[config.mk]
export PLATFORM = sky130hd
export DESIGN_NAME = mem_burst_responder
export DESIGN_NICKNAME = d
export VERILOG_FILES = /design/src/rtl/mem_burst_pkg.sv /design/src/rtl/mem_array.sv /design/src/rtl/mem_burst_responder.sv
export SDC_FILE = /design/constraint.sdc
export NUM_CORES = 2
export LEC_CHECK = 0
export CAP_MARGIN = 20
export CORE_ASPECT_RATIO = 1.5
export CORE_MARGIN = 5
export CORE_UTILIZATION = 30
export DETAILED_ROUTE_END_ITERATION = 16
export PLACE_DENSITY = 0.56
export SYNTH_ARGS = -nofsm -noshare
export SYNTH_HDL_FRONTEND = slang
export SYNTH_HIERARCHICAL = 1
export SYNTH_SLANG_ARGS = --single-unit
[constraint.sdc]
create_clock -name clock -period 3.9 [get_ports clock]
set_input_delay 1.17 -clock clock [delete_from_list [all_inputs] [get_ports clock]]
set_output_delay 1.17 -clock clock [all_outputs]
set_load 0.05 [all_outputs]
[src/rtl/mem_burst_pkg.sv]
// Shared types and constants for the memory-side burst responder.
// A line is four bytes; offsets inside a line are two bits wide and wrap.
package mem_burst_pkg;

    typedef enum logic [2:0] {
        IDLE,
        RD_WAIT,
        RD_BEAT,
        WR_BEAT,
        DONE
    } state_t;

    localparam int BURST_LEN = 4;
    localparam int OFFS_W    = 2;

    // Clears the within-line offset bits so the result is the first byte of the line.
    function automatic logic [31:0] line_base(input logic [31:0] addr);
        return addr & ~32'(BURST_LEN - 1);
    endfunction

endpackage

[src/rtl/mem_array.sv]
// Single-port byte store with synchronous read and synchronous write.
// Contents are deliberately not reset so data survives a responder reset.
module mem_array #(
    parameter int AWIDTH = 9,
    parameter int DWIDTH = 8
) (
    input  logic              clock,
    input  logic              we,
    input  logic [AWIDTH-1:0] addr,
    input  logic [DWIDTH-1:0] wdata,
    output logic [DWIDTH-1:0] rdata
);

    logic [DWIDTH-1:0] mem [2**AWIDTH];

    // Write when enabled and always register the addressed byte for the next cycle.
    always_ff @(posedge clock) begin
        if (we) begin
            mem[addr] <= wdata;
        end
        rdata <= mem[addr];
    end

endmodule

[src/rtl/mem_burst_responder.sv]
// Memory-side responder for cache line fills and write-backs.
// Each accepted request moves one four-byte line; ready_mem pulses when done.
// Optional build macro CRIT_WORD_FIRST_EN: read bursts start at the requested
// word offset and wrap around the line; without it reads always start at offset 0.
module mem_burst_responder
    import mem_burst_pkg::*;
#(
    parameter int AWIDTH     = 9,
    parameter int DWIDTH     = 8,
    parameter int LAT_CYCLES = 2
) (
    input  logic              clock,
    input  logic              reset,
    input  logic              rd_mem,
    input  logic              wr_mem,
    input  logic [AWIDTH-1:0] addr_mem,
    input  logic [DWIDTH-1:0] data_in,
    input  logic              wdata_valid,
    output logic [DWIDTH-1:0] data_out,
    output logic              data_valid,
    output logic              data_last,
    output logic [1:0]        beat_idx,
    output logic              ready_mem,
    output logic              busy
);

    localparam logic [3:0] LAT_LOAD = 4'(LAT_CYCLES);

    state_t              state;
    logic [AWIDTH-1:0]   base_addr;
    logic [OFFS_W-1:0]   start_off;
    logic [OFFS_W-1:0]   beat_cnt;
    logic [3:0]          lat_cnt;
    logic                line_done;
    logic [OFFS_W-1:0]   rd_start;
    logic                lead;
    logic [OFFS_W-1:0]   mem_off;
    logic [AWIDTH-1:0]   mem_addr;
    logic                mem_we;
    logic [DWIDTH-1:0]   mem_rdata;

`ifdef CRIT_WORD_FIRST_EN
    assign rd_start = addr_mem[OFFS_W-1:0];
`else
    assign rd_start = '0;
`endif

    // Store address: reads run one word ahead of the beat being presented so the
    // synchronous read data is ready when the output register samples it.
    always_comb begin
        lead     = (state == RD_BEAT) || ((state == RD_WAIT) && (lat_cnt == 4'd0));
        mem_off  = start_off + beat_cnt + OFFS_W'(lead);
        mem_addr = base_addr | AWIDTH'(mem_off);
        mem_we   = (state == WR_BEAT) && wdata_valid && !line_done;
    end

    mem_array #(
        .AWIDTH(AWIDTH),
        .DWIDTH(DWIDTH)
    ) u_mem (
        .clock(clock),
        .we   (mem_we),
        .addr (mem_addr),
        .wdata(data_in),
        .rdata(mem_rdata)
    );

    // Burst sequencing FSM with all outputs registered.
    always_ff @(posedge clock or posedge reset) begin
        if (reset) begin
            state      <= IDLE;
            base_addr  <= '0;
            start_off  <= '0;
            beat_cnt   <= '0;
            lat_cnt    <= '0;
            line_done  <= 1'b0;
            data_out   <= '0;
            data_valid <= 1'b0;
            data_last  <= 1'b0;
            beat_idx   <= '0;
            ready_mem  <= 1'b0;
            busy       <= 1'b0;
        end else begin
            case (state)
                IDLE: begin
                    if (wr_mem) begin
                        state     <= WR_BEAT;
                        base_addr <= AWIDTH'(line_base(32'(addr_mem)));
                        start_off <= '0;
                        beat_cnt  <= '0;
                        line_done <= 1'b0;
                        busy      <= 1'b1;
                    end else if (rd_mem) begin
                        state     <= RD_WAIT;
                        base_addr <= AWIDTH'(line_base(32'(addr_mem)));
                        start_off <= rd_start;
                        beat_cnt  <= '0;
                        lat_cnt   <= LAT_LOAD;
                        line_done <= 1'b0;
                        busy      <= 1'b1;
                    end
                end
                RD_WAIT: begin
                    if (lat_cnt == 4'd0) begin
                        state      <= RD_BEAT;
                        data_out   <= mem_rdata;
                        data_valid <= 1'b1;
                        data_last  <= 1'b0;
                        beat_idx   <= start_off + beat_cnt;
                        beat_cnt   <= beat_cnt + 2'd1;
                    end else begin
                        lat_cnt <= lat_cnt - 4'd1;
                    end
                end
                RD_BEAT: begin
                    if (line_done) begin
                        state      <= DONE;
                        data_out   <= '0;
                        data_valid <= 1'b0;
                        data_last  <= 1'b0;
                        beat_idx   <= '0;
                        ready_mem  <= 1'b1;
                    end else begin
                        data_out  <= mem_rdata;
                        data_last <= (beat_cnt == 2'd3);
                        beat_idx  <= start_off + beat_cnt;
                        beat_cnt  <= beat_cnt + 2'd1;
                        if (beat_cnt == 2'd3) begin
                            line_done <= 1'b1;
                        end
                    end
                end
                WR_BEAT: begin
                    if (line_done) begin
                        state     <= DONE;
                        ready_mem <= 1'b1;
                    end else if (wdata_valid) begin
                        beat_cnt <= beat_cnt + 2'd1;
                        if (beat_cnt == 2'd3) begin
                            line_done <= 1'b1;
                        end
                    end
                end
                DONE: begin
                    state     <= IDLE;
                    ready_mem <= 1'b0;
                    busy      <= 1'b0;
                end
                default: begin
                    state <= IDLE;
                end
            endcase
        end
    end

endmodule

=== After elaboration in Yosys (flattened, before gate mapping) ===
Memory sizes are Yosys's and may differ from the RTL's. A register that Yosys moved wholly into a read port is not among the register bits.
Index checks and enable logic that the tools add are counted.

* Register bits after elaboration: 35
* Latch bits: 0
* RAM bits: 4,096
* Memory bits (read-only): 0
* Bits of input ports: 22
* Output and inout bits: 14
* Word-level logic and storage cells: 101
* Memories kept: 1

* Add/sub/neg operators: 4
* Multipliers: 0
* Div/mod/pow operators: 0
* $lt $le $gt $ge: 0
* Eq/ne operators: 15
* Shifts and indexed selects: 0
* Mux-type cells: 44
* Bitwise logic cells: 1
* Reduce and logical (&&, ||, !) cells: 24

{| class="wikitable"
|+ Memory list
! name !! depth !! width !! rd ports !! clocked after memory_dff !! wr ports !! line !! text
|-
| u_mem.mem || 512 || 8 || 1 || 1 || 1 || mem_array.sv:14 || <nowiki>logic [DWIDTH-1:0] mem [2**AWIDTH];</nowiki>
|}

{| class="wikitable"
|+ Operator list
! kind !! count
|-
| $mux W9 || 2
|-
| $mux W2 || 8
|-
| $mux W8 || 2
|-
| $pmux W8 S2 || 1
|-
| $mux W1 || 15
|-
| $ne A2 B2 Y1 const B || 7
|-
| $mux W3 || 4
|-
| $mux W4 || 3
|-
| $reduce_and A2 Y1 || 5
|-
| $reduce_bool A2 Y1 || 5
|-
| $or A9 B2 Y9 || 1
|-
| $pmux W3 S3 || 1
|-
| $pmux W1 S2 || 4
|-
| $pmux W2 S4 || 1
|-
| $pmux W4 S2 || 1
|-
| $eq A3 B2 Y1 const B || 2
|-
| $reduce_and A3 Y1 || 2
|-
| $reduce_and A6 Y1 || 1
|-
| $logic_not A4 Y1 || 1
|-
| $ne A2 B1 Y1 const B || 2
|-
| $pmux W2 S2 || 1
|-
| $reduce_and A4 Y1 || 1
|-
| $reduce_bool A4 Y1 || 1
|-
| $sub A4 B1 Y4 const B || 1
|-
| 14 further kinds || 16
|}

=== Logic depth before layout (Yosys ltp) ===
* Word-level depth: 5
* Depth in mapped cells: 19

=== By module ===
The synthesis kept the hierarchy.

{| class="wikitable"
|+ Modules (own cells, without submodules)
! module !! instances !! cells an instance !! area an instance (µm²)
|-
| mem_array || 1 || 7,575 || 158,359.4
|-
| mem_burst_responder || 1 || 161 || 1,610.3
|}

=== Worst setup path before layout ===
Ideal clock, no wire load.

* Kind: register -> register
* Start point: register lat_cnt[0]
* End point: memory u_mem.mem[463][0] (enable)
* Library setup time: 0.370 ns
* Arrival time: 3.385 ns
* Data required time: 3.530 ns
* Slack: 0.145 ns
* Stages on the path, launching flop included: 17
* Clock period less this slack: 3.755 ns
* Cells stage by stage: dfrtp_1 > inv_1 > ha_1 > nor3b_1 > nand2b_1 > a21oi_1 > ha_1 > xor2_1 > buf_2 > buf_4 > buf_4 > buf_4 > buf_2 > buf_2 > nand4_1 > clkbuf_1 > nor2_1

* Longest elaborated chain between the ends: 5

{| class="wikitable"
|+ Ends and longest elaborated chain
! element !! line !! text
|-
| from (decl) || mem_burst_responder.sv:33 || <nowiki>logic [3:0] lat_cnt;</nowiki>
|-
| from (signal assigned) || mem_burst_responder.sv:112 || <nowiki>lat_cnt <= lat_cnt - 4'd1;</nowiki>
|-
| $logic_not A4 Y1 || mem_burst_responder.sv:51 || <nowiki>lead = (state == RD_BEAT) || ((state == RD_WAIT) && (lat_cnt == 4'd0));</nowiki>
|-
| $logic_and A1 B1 Y1 || mem_burst_responder.sv:51 ||
|-
| $logic_or A1 B1 Y1 || mem_burst_responder.sv:51 ||
|-
| $add A2 B1 Y2 || mem_burst_responder.sv:52 || <nowiki>mem_off = start_off + beat_cnt + OFFS_W'(lead);</nowiki>
|-
| $or A9 B2 Y9 || mem_burst_responder.sv:53 || <nowiki>mem_addr = base_addr | AWIDTH'(mem_off);</nowiki>
|-
| net mem_addr[1] || mem_burst_responder.sv:38 || <nowiki>logic [AWIDTH-1:0] mem_addr;</nowiki>
|-
| to (decl) || mem_array.sv:14 ||
|}

The timed path passes the listed nets, and every way through them passes these cells.

=== Worst setup path in the final report ===
* Start point: register lat_cnt[1]
* End point: register u_mem.rdata[2] (read register of u_mem.mem)

* Longest elaborated chain between the ends: 5

{| class="wikitable"
|+ Ends and longest elaborated chain
! element !! line !! text
|-
| $logic_not A4 Y1 || mem_burst_responder.sv:51 ||
|-
| $logic_and A1 B1 Y1 || mem_burst_responder.sv:51 ||
|-
| $logic_or A1 B1 Y1 || mem_burst_responder.sv:51 ||
|-
| $add A2 B1 Y2 || mem_burst_responder.sv:52 ||
|-
| $or A9 B2 Y9 || mem_burst_responder.sv:53 ||
|-
| net mem_addr[1] || mem_burst_responder.sv:38 ||
|-
| to (decl) || mem_array.sv:11 || <nowiki>output logic [DWIDTH-1:0] rdata</nowiki>
|}

The timed path passes the listed nets, and every way through them passes these cells.
A chain may end at the register's enable or synchronous reset.

==> flow_summary.ini <==
[synthesis]
yosysMostFrequentCell = edfxtp_1
syn_inst = 7736
synth-edff-count = 4096
yosys_warnings = 6
ys_seq_area_share_pct = 77.5
yosys_register_bits = 4135
yosysUniqueCellTypes = 77
syn_nets = 7762
synthArstFlopShare_pct = 0.750
synthTopCellsByArea = edfxtp_1 77%, mux4_2 11%, mux2i_1 2.7%, nor2_1 1.3%, a22oi_1 0.84%
synth_top_area_share_pct = 76.9
synthTopCellsByCount = 4096 x edfxtp_1, 816 x mux4_2, 562 x nor2_1
synthFlopType = edfxtp_1
syn_avg_cell_area_sq_um = 20.7
syn_area_sq_um = 160000
synth_top_area_cell = edfxtp_1

[detailed_routing]
vias_per_cell = 5.12
firstDrtPassIters = 5
via_count = 86100
drtAntennaViolNets = 0
avgRoutedWirePerCell_microns = 29.4
routed_wl_microns = 494000
drt_iter0_markers = 9174
drc = 0

[setup_path]
slowest_stage = mux4_2
path_class = flop to flop
startpoint_type = flop
worst-path-buf-inv = 9
max_stage_delay_ns = 0.55
cp-startpoint = lat_cnt[1]
crit_path_max_fanout = 7
cp_data_arrival_time_ns = 5.38
crit_required_ns = 4.71
worstRegToRegCells = 22
cp_top_family = buffers and inverters
r2r-end = u_mem/rdata[2]
worstReg2RegStart = lat_cnt[1]
crit_chain = inv_2 -> ha_4 -> nor3b_2 -> buf_4 -> nand2b_4 -> a21oi_4 -> ha_4 -> xor2_4 -> buf_12 -> buf_16 -> buf_16 -> buf_12 -> mux4_2 -> a22o_1 -> a221oi_2 -> buf_4 -> a31oi_4 -> a21o_4 -> buf_12 -> nor3_4 -> buf_4 -> nand4_1
r2r_setup_slack_ns = -0.67
worstSetupEndpointType = flop

[placed_design]
dp_hpwl_microns = 337000
io_buffers = 33
gp_congestion = 0.889
place_area_sq_um = 181000

[cts]
cts_buffers = 364
clk_pin_slew_worst_paths_ns = 0.07
cts_tree = done
root_buffer = clkbuf_16
clock_path_buffers = 4
htreeDepth = 5
clk_latency_ns = 0.96
clock-sinks = 4135

[layout]
syn_to_final_growth_pct = 23.5
final_area_sq_um = 198000
layout-drive-gt1-share_pct = 35.2
final_nets = 9440

[die]
dieArea_sq_um = 548000
row_count = 328
die_x_microns = 606
initial_core_util_pct = 30.1
coreArea_sq_um = 532000
die_h_microns = 904
boundaryPins = 36

[pwr]
ir_worst_vdd_mv = 0.587
switchingPower_mw = 53.7
switching_share_pct = 34.1
leakagePower_nw = 63.6
power_density_nw_per_um2 = 797
clock_power_share_pct = 23.3
internal_power_mw = 104
combPwrFrac_pct = 45.2
power_frac_seq_pct = 31.5

[grt]
grt-ovfl-total = 0
track_usage_pct = 17.5
antenna_found_initial = 17
grt_pass1_wl_microns = 688000
grt_start_max_net_pins = 112
grt_pass1_vias = 89200

[run]
maxCapViolCount = 0

[sta]
fmax_mhz = 219
relSlewSlack_pct = 11.8
slew_violations = 0
timing.final.ws_setup_ns = -0.669
period_share_pct = 117
tightest_slew_ns = 1.32
setup_viol = 8
hold_viol = 0
finClkSkew_ns = 0.0894
fin_crit_ns = 4.57
rsz0062_at_grt = true
final.setup.tns_ns = -4.55

[status]
status = finished, violations left
violations = negative setup slack

[worst_hold_path]
min_path_type = input port to async pin
==> worst reg2reg max path: stages (launching register included) <==
cell	delay (ns)
dfrtp_1	0.40
inv_2	0.08
ha_4	0.13
nor3b_2	0.15
buf_4	0.15
nand2b_4	0.07
a21oi_4	0.18
ha_4	0.18
xor2_4	0.17
buf_12	0.14
buf_16	0.21
buf_16	0.18
buf_12	0.15
mux4_2	0.55
a22o_1	0.24
a221oi_2	0.19
buf_4	0.18
a31oi_4	0.10
a21o_4	0.24
buf_12	0.13
nor3_4	0.34
buf_4	0.19
nand4_1	0.09
==> per-stage QoR <==
step                      worst slack, ns  utilization, %  std cells  total power, mW  hold WS (ns)
after floorplan                     0.145               -       7736             86.4         0.464
after global placement              -2.17            34.1      16000              115         0.464
after detailed placement            -2.04            34.1      16000              115         0.480
after CTS                          -0.691            36.8      16700              155         0.498
after global routing               -0.765            37.1      16800              163         0.428
final                              -0.669            37.1      16800              157         0.466
==> power by group through the flow <==
stage	Sequential [mW]	Combinational [mW]	Clock (mW)
after floorplan	50.4	36.0	0
after global placement	50.5	64.1	0
after detailed placement	50.5	64.4	0
after CTS	49.5	68.5	37.4
after global routing	49.5	73.9	39.1
final	49.5	71.2	36.7
==> metal layers <==
| layer | part of all wire [%] | track usage (%) |
|---|---|---|
| met5 | 0.012 | 0 |
| met4 | 6.6 | 9.67 |
| met3 | 5.8 | 2.23 |
| met2 | 53 | 31.7 |
| met1 | 35 | 19.8 |
==> layout make-up <==
type | count | area [sq um]
clock buffer | 439 | 9500
tap | 7095 | 8880
multi-input combinational | 3098 | 35300
inverter | 9 | 38.8
timing repair buffer | 1806 | 17400
antenna | 11 | 27.5
fill | 48600 | 334000
sequential | 4135 | 124000
clock inverter | 223 | 2440
==> sequential cells by signal, indices dropped and copies added (netlist names) <==
signal	count
beat_idx	2
u_mem/rdata	8
data_last	1
data_out	8
lat_cnt	4
u_mem/mem	4096
busy	1
data_valid	1
beat_cnt	2
state	3
ready_mem	1
base_addr	7
line_done	1
==> worst max-delay path by stage <==
stage	end	slack (ns)	cells past startpoint
final	u_mem/rdata[2]	-0.67	22
after global routing	u_mem/rdata[2]	-0.77	23
after CTS	u_mem/rdata[2]	-0.69	22
after detailed placement	u_mem/rdata[2]	-2.04	21
after global placement	u_mem/rdata[2]	-2.17	21
after floorplan	u_mem/mem[463][0]	0.15	16
==> cell usage in the layout (no fill, tap or decap), types with 113 or more instances in the layout <==
cell,count
nand2_1,133
edfxtp_1,4096
buf_4,1466
mux4_2,816
clkbuf_16,378
o22ai_1,113
buf_12,198
a22oi_1,166
nor2_1,471
mux2i_1,421
==> what timing repair did <==
action,CTS,global route
resized for setup,291,158
hold buffers,0,0
gates cloned,14,10
buffers inserted,59,98
pin swaps,34,50
endpoints found under the setup margin,1710,574
==> cells by family (layout without fill, tap and decap cells) <==
logic type	count (synthesis)	count (layout)	share of synthesized area, %
AOI/OAI and AO/OA	800	800	3.57
xor gates and xnor gates	1	1	0.00548
adders and majority gates	4	4	0.0313
buffers and inverters	503	2477	1.62
DFF	4135	4135	77.5
muxes	1277	1277	14.4
other	0	11	0
and+or+nand+nor	1016	1016	2.90
No activity file was read; power rests on OpenSTA's default activity.
